===== src/rtl/pipelined_cla_adder.sv =====
// Pipelined carry-lookahead adder/subtractor: one GROUP-bit lookahead group is resolved per stage, carry registered between stages.
// Latency WIDTH/GROUP cycles, one result per cycle; the whole pipe holds while out_valid && !out_ready (in_ready = advance).
module pipelined_cla_adder #(
    parameter int WIDTH = 16,
    parameter int GROUP = 4
) (
    input  logic             clk,
    input  logic             rst,
    input  logic             in_valid,
    output logic             in_ready,
    input  logic [WIDTH-1:0] a,
    input  logic [WIDTH-1:0] b,
    input  logic             cin,
    input  logic             sub,
    output logic             out_valid,
    input  logic             out_ready,
    output logic [WIDTH-1:0] sum,
    output logic             cout,
    output logic             ovf,
    output logic             gg,
    output logic             pg
);
    localparam int L = WIDTH / GROUP;

    logic             advance;
    logic [WIDTH-1:0] b_cond;
    logic             c0;

    assign advance  = !out_valid || out_ready;
    assign in_ready = advance;
    assign b_cond   = sub ? ~b : b;
    assign c0       = sub ? ~cin : cin;

    for (genvar k = 0; k < L; k++) begin : g_stage
        // IW: operand bits still unresolved on entry; SW: sum bits resolved on exit
        localparam int IW = WIDTH - k * GROUP;
        localparam int SW = (k + 1) * GROUP;

        logic [IW-1:0]    a_in;
        logic [IW-1:0]    b_in;
        logic             v_in;
        logic             c_in;
        logic             gacc_in;
        logic             pacc_in;
        logic [GROUP-1:0] gb;
        logic [GROUP-1:0] pb;
        logic [GROUP-1:0] sg;
        logic [GROUP:1]   gl;
        logic [GROUP:0]   cb;
        logic             term;
        logic             grp_g;
        logic             grp_p;
        logic [SW-1:0]    s_d;
        logic [SW-1:0]    s_q;
        logic             v_q;
        logic             c_q;
        logic             g_q;
        logic             p_q;

        if (k == 0) begin : g_first
            assign a_in    = a;
            assign b_in    = b_cond;
            assign v_in    = in_valid;
            assign c_in    = c0;
            assign gacc_in = 1'b0;
            assign pacc_in = 1'b1;
            assign s_d     = sg;
        end else begin : g_next
            assign a_in    = g_stage[k-1].g_fwd.a_q;
            assign b_in    = g_stage[k-1].g_fwd.b_q;
            assign v_in    = g_stage[k-1].v_q;
            assign c_in    = g_stage[k-1].c_q;
            assign gacc_in = g_stage[k-1].g_q;
            assign pacc_in = g_stage[k-1].p_q;
            assign s_d     = {sg, g_stage[k-1].s_q};
        end

        // Sum-of-products lookahead: every carry is built directly from g/p and the group carry-in
        always_comb begin
            gb    = a_in[GROUP-1:0] & b_in[GROUP-1:0];
            pb    = a_in[GROUP-1:0] ^ b_in[GROUP-1:0];
            gl    = '0;
            cb    = '0;
            term  = 1'b0;
            cb[0] = c_in;
            for (int j = 0; j < GROUP; j++) begin
                for (int i = 0; i <= j; i++) begin
                    term = gb[i];
                    for (int m = i + 1; m <= j; m++) term = term & pb[m];
                    gl[j+1] = gl[j+1] | term;
                end
                term = c_in;
                for (int m = 0; m <= j; m++) term = term & pb[m];
                cb[j+1] = gl[j+1] | term;
            end
            grp_g = gl[GROUP];
            grp_p = &pb;
            sg    = pb ^ cb[GROUP-1:0];
        end

        always_ff @(posedge clk or posedge rst) begin
            if (rst) begin
                v_q <= 1'b0;
                s_q <= '0;
                c_q <= 1'b0;
                g_q <= 1'b0;
                p_q <= 1'b0;
            end else if (advance) begin
                v_q <= v_in;
                s_q <= s_d;
                c_q <= cb[GROUP];
                g_q <= grp_g | (grp_p & gacc_in);
                p_q <= grp_p & pacc_in;
            end
        end

        if (k < L - 1) begin : g_fwd
            logic [IW-GROUP-1:0] a_q;
            logic [IW-GROUP-1:0] b_q;

            always_ff @(posedge clk or posedge rst) begin
                if (rst) begin
                    a_q <= '0;
                    b_q <= '0;
                end else if (advance) begin
                    a_q <= a_in[IW-1:GROUP];
                    b_q <= b_in[IW-1:GROUP];
                end
            end
        end else begin : g_last
            // Carry into the MSB, needed only for the signed overflow flag
            logic m_q;

            always_ff @(posedge clk or posedge rst) begin
                if (rst) begin
                    m_q <= 1'b0;
                end else if (advance) begin
                    m_q <= cb[GROUP-1];
                end
            end
        end
    end

    assign out_valid = g_stage[L-1].v_q;
    assign sum       = g_stage[L-1].s_q;
    assign cout      = g_stage[L-1].c_q;
    assign ovf       = g_stage[L-1].c_q ^ g_stage[L-1].g_last.m_q;
    assign gg        = g_stage[L-1].g_q;
    assign pg        = g_stage[L-1].p_q;
endmodule


===== config.mk =====
export PLATFORM = sky130hd
export DESIGN_NAME = pipelined_cla_adder
export DESIGN_NICKNAME = d
export VERILOG_FILES = /design/src/rtl/pipelined_cla_adder.sv
export SDC_FILE = /design/constraint.sdc
export NUM_CORES = 1
export LEC_CHECK = 0
export ABC_AREA = 0
export CAP_MARGIN = 10
export CORE_ASPECT_RATIO = 0.9
export CORE_MARGIN = 2
export CORE_UTILIZATION = 55
export CTS_BUF_LIST = sky130_fd_sc_hd__clkbuf_4
export DETAILED_ROUTE_END_ITERATION = 12
export MAX_ROUTING_LAYER = met4
export PLACE_DENSITY = 0.84
export SYNTH_ARGS = -nofsm -noshare
export SYNTH_HDL_FRONTEND = slang
export SYNTH_SLANG_ARGS = --single-unit

===== constraint.sdc =====
create_clock -name clk -period 9.75 [get_ports clk]
set_input_delay 1.4625 -clock clk [delete_from_list [all_inputs] [get_ports clk]]
set_output_delay 1.4625 -clock clk [all_outputs]
set_load 0.05 [all_outputs]

==> metrics.md, run 1 <==
| Metric | Value |
|---|---|
| Status | complete, no violations |
| Final total power | 1.79 mW |
| CTS buffer count | 9 |
| PostCTS Resize Cnt | 0 |
| Nets | 629 |
| Setup_tns | 0 ns |
| Max clock buf depth | 2 |
| Clk sinks | 105 |
| Reg-to-Reg End | g_stage[1].s_q[7] |
| Sequential cell area | 2630 µm² |
| Vias | 3534 |
| Row Count | 32 |
| Reg clk slew, reported paths | 0.15 ns |
| Actual slew at the worst max-slew pin | 0.908 ns |
| Delay-heaviest family, CP | buffers and inverters |
| Most frequent cells in the layout | nand2_1, dfrtp_1, clkdlybuf4s50_1 |
| # hold bufs at CTS | 0 |
| Max frequency | 190 MHz |
| Crit path max fanout | 98 |
| Routed WL | 8710 µm |
| Total inserted antenna cells | 0 |
| First-pass GRT wire length | 14700 µm |
| Min Tclk post-route | 5.26 ns |
| Internal Power | 1.03 mW |
| Hold Fails Final Rpt | 0 |
| Rel. slew slack | 39.3% |
| Post-route ant nets | 0 |
| Clock root buffer | clkbuf_4 |
| Initial antenna violation count | 0 |
| Gr ovfl total | 0 |
| Sequential share of the synthesized area | 54.3% |
| Core area | 8570 µm² |
| Clk Latency, worst-skew pair | 0.44 ns |
| Initial Util | 56.5% |
| Syn Inst Count | 519 |
| GPL Wtd Cong | 0.905 |
| Sequential power share | 41.0% |
| Power Dens Cells | 319 nW/µm² |
| DR DRC count | 0 |
| Share of total power in combinational logic | 45.6% |
| Critical Path RT | 8.29 ns |
| Yosys warns | 0 |
| Footprint of the multi-input gates | 1970 µm² |
| Pleak | 2.69 nW |
| Largest net degree at the start of global routing | 99 |
| Final setup fails | 0 |
| Hold endpoint | out_valid |
| Area Overhead vs Synth | 15.6% |
| Psw | 752 µW |
| Iter 0 DRT Violations | 191 |
| I/O Buffers | 59 |
| Worst Hold Class | reg -> reg |
| Max Cap Viol | 0 |
| GR Util All Layers | 20.2% |
| Crit path arrival time | 3.79 ns |
| Worst r2r src | out_valid |
| Library cells used by synthesis | 29 |
| Avg Inst Size Synth | 9.32 µm² |
| Die area | 9560 µm² |
| Via-to-Cell Ratio | 5.12 |
| HP Start | g_stage[2].v_q |
| Final core occ | 65.3% |
| RSZ-0062 raised after global routing | false |
| VDD IR max | 0.150 mV |
| CP Class | in -> out |
| CTS tree | built |
| Clock power share | 13.3% |
| Crit path top cell by count | clkdlybuf4s50_1 |
| Setup Skew | 0.0181 ns |
| Die Wd | 103 µm |
| Slowest CP cell | clkdlybuf4s50_1 |
| Vias in the first global route | 3308 |
| #FFs+latches synth | 105 |
| Worst stage delay on the critical path | 0.79 ns |
| Commonest non-fill, non-tap cell in the layout | nand2_1 |
| Hpwl dp | 6030 µm |
| Wire per inst | 12.6 µm |
| Mapped Area | 4840 µm² |
| # fillers | 738 |
| Worst Path Buf+Inv | 4 |
| R2R cell count | 6 |
| Crit-path cells | clkdlybuf4s50_1, nor2b_4, buf_4, inv_4, clkdlybuf4s50_1 |
| Worst setup SP type | input port |
| Setup crit end kind | primary output |
| CTS H-tree depth | 3 |
| Layout cells sized above 1 | 3.68% |
| Slew Viols, Final | 0 |
| Period utilisation layout | 53.9% |
| Cells on Worst Hold Path | 1 |
| Sw Share | 42.1% |
| Setup Fix Bufs, Post-CTS | 0 |
| Flop2flop setup slack | 7.24 ns |
| Syn Nets | 581 |
| Floorplan die height | 93.0 µm |
| IO Count | 60 |
| DRT Pass-1 Iters | 5 |
[cell families (layout without fill, tap and decap cells)]
kind of cell	count (synthesis)	after routing	share of synthesized area, %
flops	105	105	54.3
compound gates	77	77	9.49
xor+xnor	22	22	3.98
simple gates	245	245	20.3
fa+ha+maj	24	24	6.83
buf+inv	46	98	5.12
[layer usage]
metal	wire [µm]	track usage [%]	share of wire [%]
met1	4080	28.0	47
met2	4160	30.5	48
met3	350	3.14	4.0
met4	123	7.46	1.4
met5	0	-	0
[per-stage QoR]
| step | setup WS, ns | hold slack [ns] | instances | cell area [µm²] |
|---|---|---|---|---|
| after floorplan | 5.53 | 0.430 | 519 | 4840 |
| after global placement | 4.48 | 0.440 | 675 | 5440 |
| after detailed placement | 4.49 | 0.454 | 675 | 5440 |
| after CTS | 4.48 | 0.487 | 690 | 5590 |
| after global routing | 4.30 | 0.502 | 690 | 5590 |
| final | 4.49 | 0.480 | 690 | 5590 |
[sequential cells by signal (all words and copies together), names as in the netlist]
signal,cells
g_stage.v_q,3
sum,16
g_stage.s_q,24
out_valid,1
g_stage.g_fwd.a_q,24
g_stage.p_q,3
gg,1
g_stage.g_q,3
cout,1
pg,1
g_stage.g_last.m_q,1
g_stage.g_fwd.b_q,24
g_stage.c_q,3
[worst max-delay path by stage]
stage | from | to | slack (ns) | depth (start not counted)
finish | out_ready | in_ready | 4.49 | 5
global route | out_ready | in_ready | 4.30 | 5
CTS | out_ready | in_ready | 4.48 | 5
detailed placement | out_ready | in_ready | 4.49 | 5
global placement | out_ready | in_ready | 4.48 | 5
floorplan | rst | cout | 5.53 | 1
[area by class of cell]
type	count	share of cell area, %
multi-input cells	368	35.2
flip-flops and latches	105	47.0
repair buffers	62	11.0
inverters	21	1.50
clock inverters	4	1.23
clock buffers	11	1.48
well taps	119	2.66
[worst register-to-register path, stage by stage, from the launching register on]
cell and delay, ns:
dfrtp_1 0.37, nor2b_4 0.13, buf_4 0.70, inv_4 0.29
buf_4 0.45, and4_1 0.32, nor3_1 0.16
[cells in the mapped netlist, drive strengths merged]
cell type  number  area [µm²]
inv            21        81.3
fa              4        80.1
nand2         202         758
nor2           21        78.8
a21oi          22         110
buf            21         151
ha             20         250
dfrtp         105        2630
o211ai          5        37.5
a31oi           9        56.3
o21a           11        82.6
xor2           11        96.3
a211oi          4        30.0
and3            3        18.8
nand4           5        31.3
nor3            7        35.0
o21ai          21         105
nand2b          1        6.26
clkbuf          4        15.0
nand3           1        5.00
a21o            1        7.51
nor2b           1        8.76
o31ai           4        30.0
nor3b           1        12.5
and4            3        26.3
xnor2          11        96.3
[power by group through the flow]
stage	Clock [mW]	Sequential (mW)	Combinational, mW
6_report	0.238	0.733	0.815
3_3_place_gp	0	0.732	0.782
4_1_cts	0.246	0.732	0.820
5_1_grt	0.260	0.756	0.911
2_1_floorplan	0	0.851	0.493
3_5_place_dp	0	0.742	0.814
Note: power is estimated with default switching activity, not from simulation.
==> run 2: changes to the inputs <==
clock period = 5 ns   (was 9.75 ns; I/O delays follow)
==> metrics.md, run 2 (synthesis gave the netlist of run 1 again) <==
| Metric | Value |
|---|---|
| CTS H-tree depth | 3 |
| Cell area after layout | 5550 µm² |
| Worst setup SP type | input port |
| Footprint of the multi-input gates | 1970 µm² |
| Total inserted antenna cells | 0 |
| Layout cells sized above 1 | 3.67% |
| Crit path top cell by count | clkdlybuf4s50_1 |
| GRT met1 Usage | 28.8% |
| Min Tclk post-route | 3.19 ns |
| Max clock buf depth | 2 |
| Vias in the first global route | 3286 |
| Max Cap Viol | 0 |
| GR Util met2 | 31.3% |
| GR Util All Layers | 20.6% |
| Routed WL | 8820 µm |
| Final total power | 3.38 mW |
| Worst r2r src | out_valid |
| Setup WS pre-CTS | 1.66 ns |
| Rel. slew slack | 40.0% |
| Nets | 629 |
| GRT busiest layer | met2 |
| Wire per inst | 12.8 µm |
| Initial antenna violation count | 0 |
| Setup_tns | 0 ns |
| VDD IR max | 0.395 mV |
| Die area | 9560 µm² |
| PostCTS Resize Cnt | 0 |
| Row Count | 32 |
| # hold bufs at CTS | 0 |
| Core area | 8570 µm² |
| Max frequency | 314 MHz |
| Post-route ant nets | 0 |
| Worst stage delay on the critical path | 0.88 ns |
| Crit path max fanout | 34 |
| Via-to-Cell Ratio | 5.13 |
| Flop2flop setup slack | 3.02 ns |
| GPL Wtd Cong | 0.869 |
| Setup Skew | 0.0153 ns |
| Die Wd | 103 µm |
| Crit path arrival time | 2.44 ns |
| Slowest CP cell | clkdlybuf4s50_1 |
| RSZ-0062 raised after global routing | false |
| Pleak | 2.67 nW |
| Final core occ | 64.7% |
| Met3 Usage GRT | 4.26% |
| First-pass GRT wire length | 15000 µm |
| Biggest registers after layout | g_stage.g_fwd.a_q x24, g_stage.g_fwd.b_q x24, g_stage.s_q x24 |
| Actual slew at the worst max-slew pin | 0.899 ns |
| R2R cell count | 5 |
| Crit-path cells | clkdlybuf4s50_1, nor2b_4, inv_4, clkdlybuf4s50_1 |
| Sequential cell area | 2630 µm² |
| Iter 0 DRT Violations | 230 |
| CTS tree | built |
| # fillers | 748 |
| Power Dens Cells | 609 nW/µm² |
| Final setup fails | 0 |
| Status | complete, no violations |
| I/O Buffers | 59 |
| IO Count | 60 |
| Critical Path RT | 4.25 ns |
| Largest net degree at the start of global routing | 98 |
| Hold endpoint | sum[7] |
| Area Overhead vs Synth | 14.6% |
| Most frequent cells in the layout | nand2_1, dfrtp_1, clkdlybuf4s50_1 |
| Clock root buffer | clkbuf_4 |
| Hold Fails Final Rpt | 0 |
| Initial Util | 56.5% |
| HP Start | sum[7] |
| Slew Viols, Final | 0 |
| Clk Latency, worst-skew pair | 0.45 ns |
| Hpwl dp | 6130 µm |
| Setup Fix Bufs, Post-CTS | 0 |
| CP Class | in -> out |
| Clk sinks | 105 |
| Period utilisation layout | 63.7% |
| Floorplan die height | 93.0 µm |
| Cells on Worst Hold Path | 2 |
| Setup crit end kind | primary output |
| Worst Hold Class | reg -> reg |
| Reg clk slew, reported paths | 0.14 ns |
| Vias | 3547 |
| Gr ovfl total | 0 |
| Commonest non-fill, non-tap cell in the layout | nand2_1 |
| CTS buffer count | 9 |
| Area post-placement | 5440 µm² |
| Setup slack after layout | 1.81 ns |
| DRT Pass-1 Iters | 4 |
| Reg-to-Reg End | g_stage[2].s_q[11] |
| DR DRC count | 0 |
[run 2: cell count changes in the layout (fill, tap and decap cells not counted)]
| cell | change |
|---|---|
| bufinv_16 | -2 |
| clkbuf_4 | -2 |
| clkinv_1 | +1 |
| clkinv_2 | +2 |
| clkinvlp_4 | +2 |
[run 2: layer usage]
layer	wire length (µm)	vias to the layer above	part of all wire [%]
met5	0	-	0
met4	84	0	0.95
met3	448	10	5.1
met2	4130	97	47
met1	4150	1667	47
li1	-	1773	-
[run 2: final cells by class]
cell class                      instances  area share (%)
Clock inverter                          7           0.677
Inverter                               21            1.51
Multi-Input combinational cell        368            35.5
Sequential cell                       105            47.4
Tap cell                              119            2.68
Clock buffer                            9            1.22
Timing Repair Buffer                   62            11.1
[run 2: per-stage QoR]
stage	cells	hold slack, ns
after detailed placement	675	0.449
after floorplan	519	0.430
final	691	0.480
after CTS	691	0.482
after global routing	691	0.504
after global placement	675	0.441
[run 2: where the power goes]
group | internal (mW) | switching [mW] | leakage, nW
clock network | 0.0966 | 0.267 | 0.0566
logic | 0.593 | 1.00 | 1.35
registers | 1.21 | 0.204 | 1.26
total | 1.90 | 1.47 | 2.67
[run 2: worst max-delay path, delay by kind of cell]
kind                   cells  cell delay (ns)
AND/OR/NAND/NOR            1             0.06
buffers and inverters      3             1.63
[run 2: how the worst max path moves through the flow]
stage	startpoint	end	depth (start not counted)
2_1_floorplan	rst	cout	1
3_3_place_gp	sub	g_stage[0].s_q[2]	7
3_5_place_dp	sub	g_stage[0].s_q[2]	7
4_1_cts	out_ready	in_ready	4
5_1_grt	out_ready	in_ready	4
6_report	out_ready	in_ready	4
==> run 3: changes to the inputs <==
CORE_UTILIZATION = 52   (was 55)
PLACE_DENSITY = 0.83   (was 0.84)
clock period = 2.9 ns   (was 5 ns; I/O delays follow)
==> metrics.md, run 3 (synthesis gave the netlist of run 1 again) <==
| Metric | Value |
|---|---|
| Status | complete, no violations |
| Clock root buffer | clkbuf_4 |
| Min Tclk post-route | 2.28 ns |
| Initial antenna violation count | 0 |
| Critical path startpoint | cout |
| Max Cap Viol | 0 |
| DRT Pass-1 Iters | 4 |
| Die Wd | 106 µm |
| Setup Skew | 0.0118 ns |
| First-pass GRT wire length | 15300 µm |
| Setup crit end kind | primary output |
| Crit-path cells | xor2_1, clkdlybuf4s50_1 |
| # hold bufs at CTS | 0 |
| Most frequent cells in the layout | nand2_1, dfrtp_1, clkdlybuf4s50_1 |
| VDD IR max | 0.616 mV |
| Floorplan die height | 95.5 µm |
| GPL Wtd Cong | 0.868 |
| Row Count | 33 |
| Wire per inst | 12.6 µm |
| Layout cells sized above 1 | 5.03% |
| Post-route ant nets | 0 |
| Reg clk slew, reported paths | 0.16 ns |
| Routed WL | 8820 µm |
| Area Overhead vs Synth | 17.6% |
| Die area | 10100 µm² |
| Power Dens Cells | 1070 nW/µm² |
| Pleak | 2.73 nW |
| PostCTS Resize Cnt | 0 |
| Flop2flop setup slack | 1.19 ns |
| Max clock buf depth | 2 |
| Biggest registers after layout | g_stage.g_fwd.a_q x24, g_stage.g_fwd.b_q x24, g_stage.s_q x24 |
| Hpwl dp | 6090 µm |
| CTS tree | built |
| Worst setup SP type | flop |
| Gr ovfl total | 0 |
| Clk sinks | 105 |
| Final setup fails | 0 |
| Critical Path RT | 2.47 ns |
| Clk Latency, worst-skew pair | 0.47 ns |
| Period utilisation layout | 78.6% |
| GR Util All Layers | 19.7% |
| Worst r2r src | out_valid |
| Post-route insts no fill | 699 |
| Inst Count DP | 683 |
| CTS buffer count | 9 |
| Vias | 3519 |
| Largest net degree at the start of global routing | 106 |
| Via-to-Cell Ratio | 5.03 |
| Core area | 9080 µm² |
| Commonest non-fill, non-tap cell in the layout | nand2_1 |
| Worst Path Buf+Inv | 1 |
| Rel. slew slack | 37.9% |
| IO Count | 60 |
| Total inserted antenna cells | 0 |
| Worst stage delay on the critical path | 0.81 ns |
| Crit path arrival time | 1.84 ns |
| Crit path max fanout | 3 |
| I/O Buffers | 59 |
| Setup Fix Bufs, Post-CTS | 0 |
| CTS H-tree depth | 3 |
| Max frequency | 439 MHz |
| Setup_tns | 0 ns |
| Slowest CP cell | clkdlybuf4s50_1 |
| Final total power | 6.10 mW |
| Vias in the first global route | 3357 |
| Iter 0 DRT Violations | 167 |
| Initial Util | 53.3% |
| Worst Hold Class | in -> async |
| CP Class | reg -> out |
| Slew Viols, Final | 0 |
| RSZ-0062 raised after global routing | false |
| Delay-heaviest family, CP | buffers and inverters |
| Actual slew at the worst max-slew pin | 0.932 ns |
| Nets | 634 |
| WHS | 0.435 ns |
| Hold Fails Final Rpt | 0 |
| DR DRC count | 0 |
run 3: worst paths after layout:
check                                               end  depth (start not counted)
worst max-delay path                                ovf                          2
worst min-delay path                             sum[0]                          3
worst max register to register        g_stage[0].s_q[3]                          4
worst min register to register  g_stage[2].g_fwd.b_q[2]                          2
max in group asynchronous             g_stage[1].s_q[3]                          3
min in group clk                g_stage[0].g_fwd.a_q[8]                          3
run 3: area by class of cell:
type	count	area, µm²
Inverter	21	85.1
Clock inverter	7	103
Tap cell	122	153
Timing Repair Buffer	67	686
Multi-Input combinational cell	368	1970
Sequential cell	105	2630
Clock buffer	9	67.6
Fill cell	781	3390
run 3: worst register-to-register path, cell delays in order (launching register included):
cell and delay (ns):
dfrtp_1 0.38, nor2b_4 0.17, buf_4 0.70, a211oi_1 0.18, nor3_1 0.21
run 3: stage by stage:
| step | area [µm²] | utilization [%] | worst slack [ns] |
|---|---|---|---|
| 2_1_floorplan | 4840 | - | 0.867 |
| 3_3_place_gp | 5520 | 60.8 | 0.560 |
| 3_5_place_dp | 5520 | 60.8 | 0.416 |
| 4_1_cts | 5690 | 62.6 | 0.606 |
| 5_1_grt | 5690 | 62.6 | 0.542 |
| 6_report | 5690 | 62.6 | 0.621 |
run 3: metal layers:
metal,routed length (µm),vias to the layer above,share of wire [%],global-route usage [%]
met4,161,0,1.8,8.44
met1,4330,1636,49,26.8
li1,-,1789,-,-
met2,4000,80,45,30.1
met5,0,-,0,-
met3,332,14,3.8,2.87
run 3: power by group:
| group | switching, mW | total, mW | internal, mW |
|---|---|---|---|
| Sequential | 0.353 | 2.45 | 2.09 |
| Clock | 0.499 | 0.858 | 0.359 |
| Combinational | 1.73 | 2.80 | 1.06 |
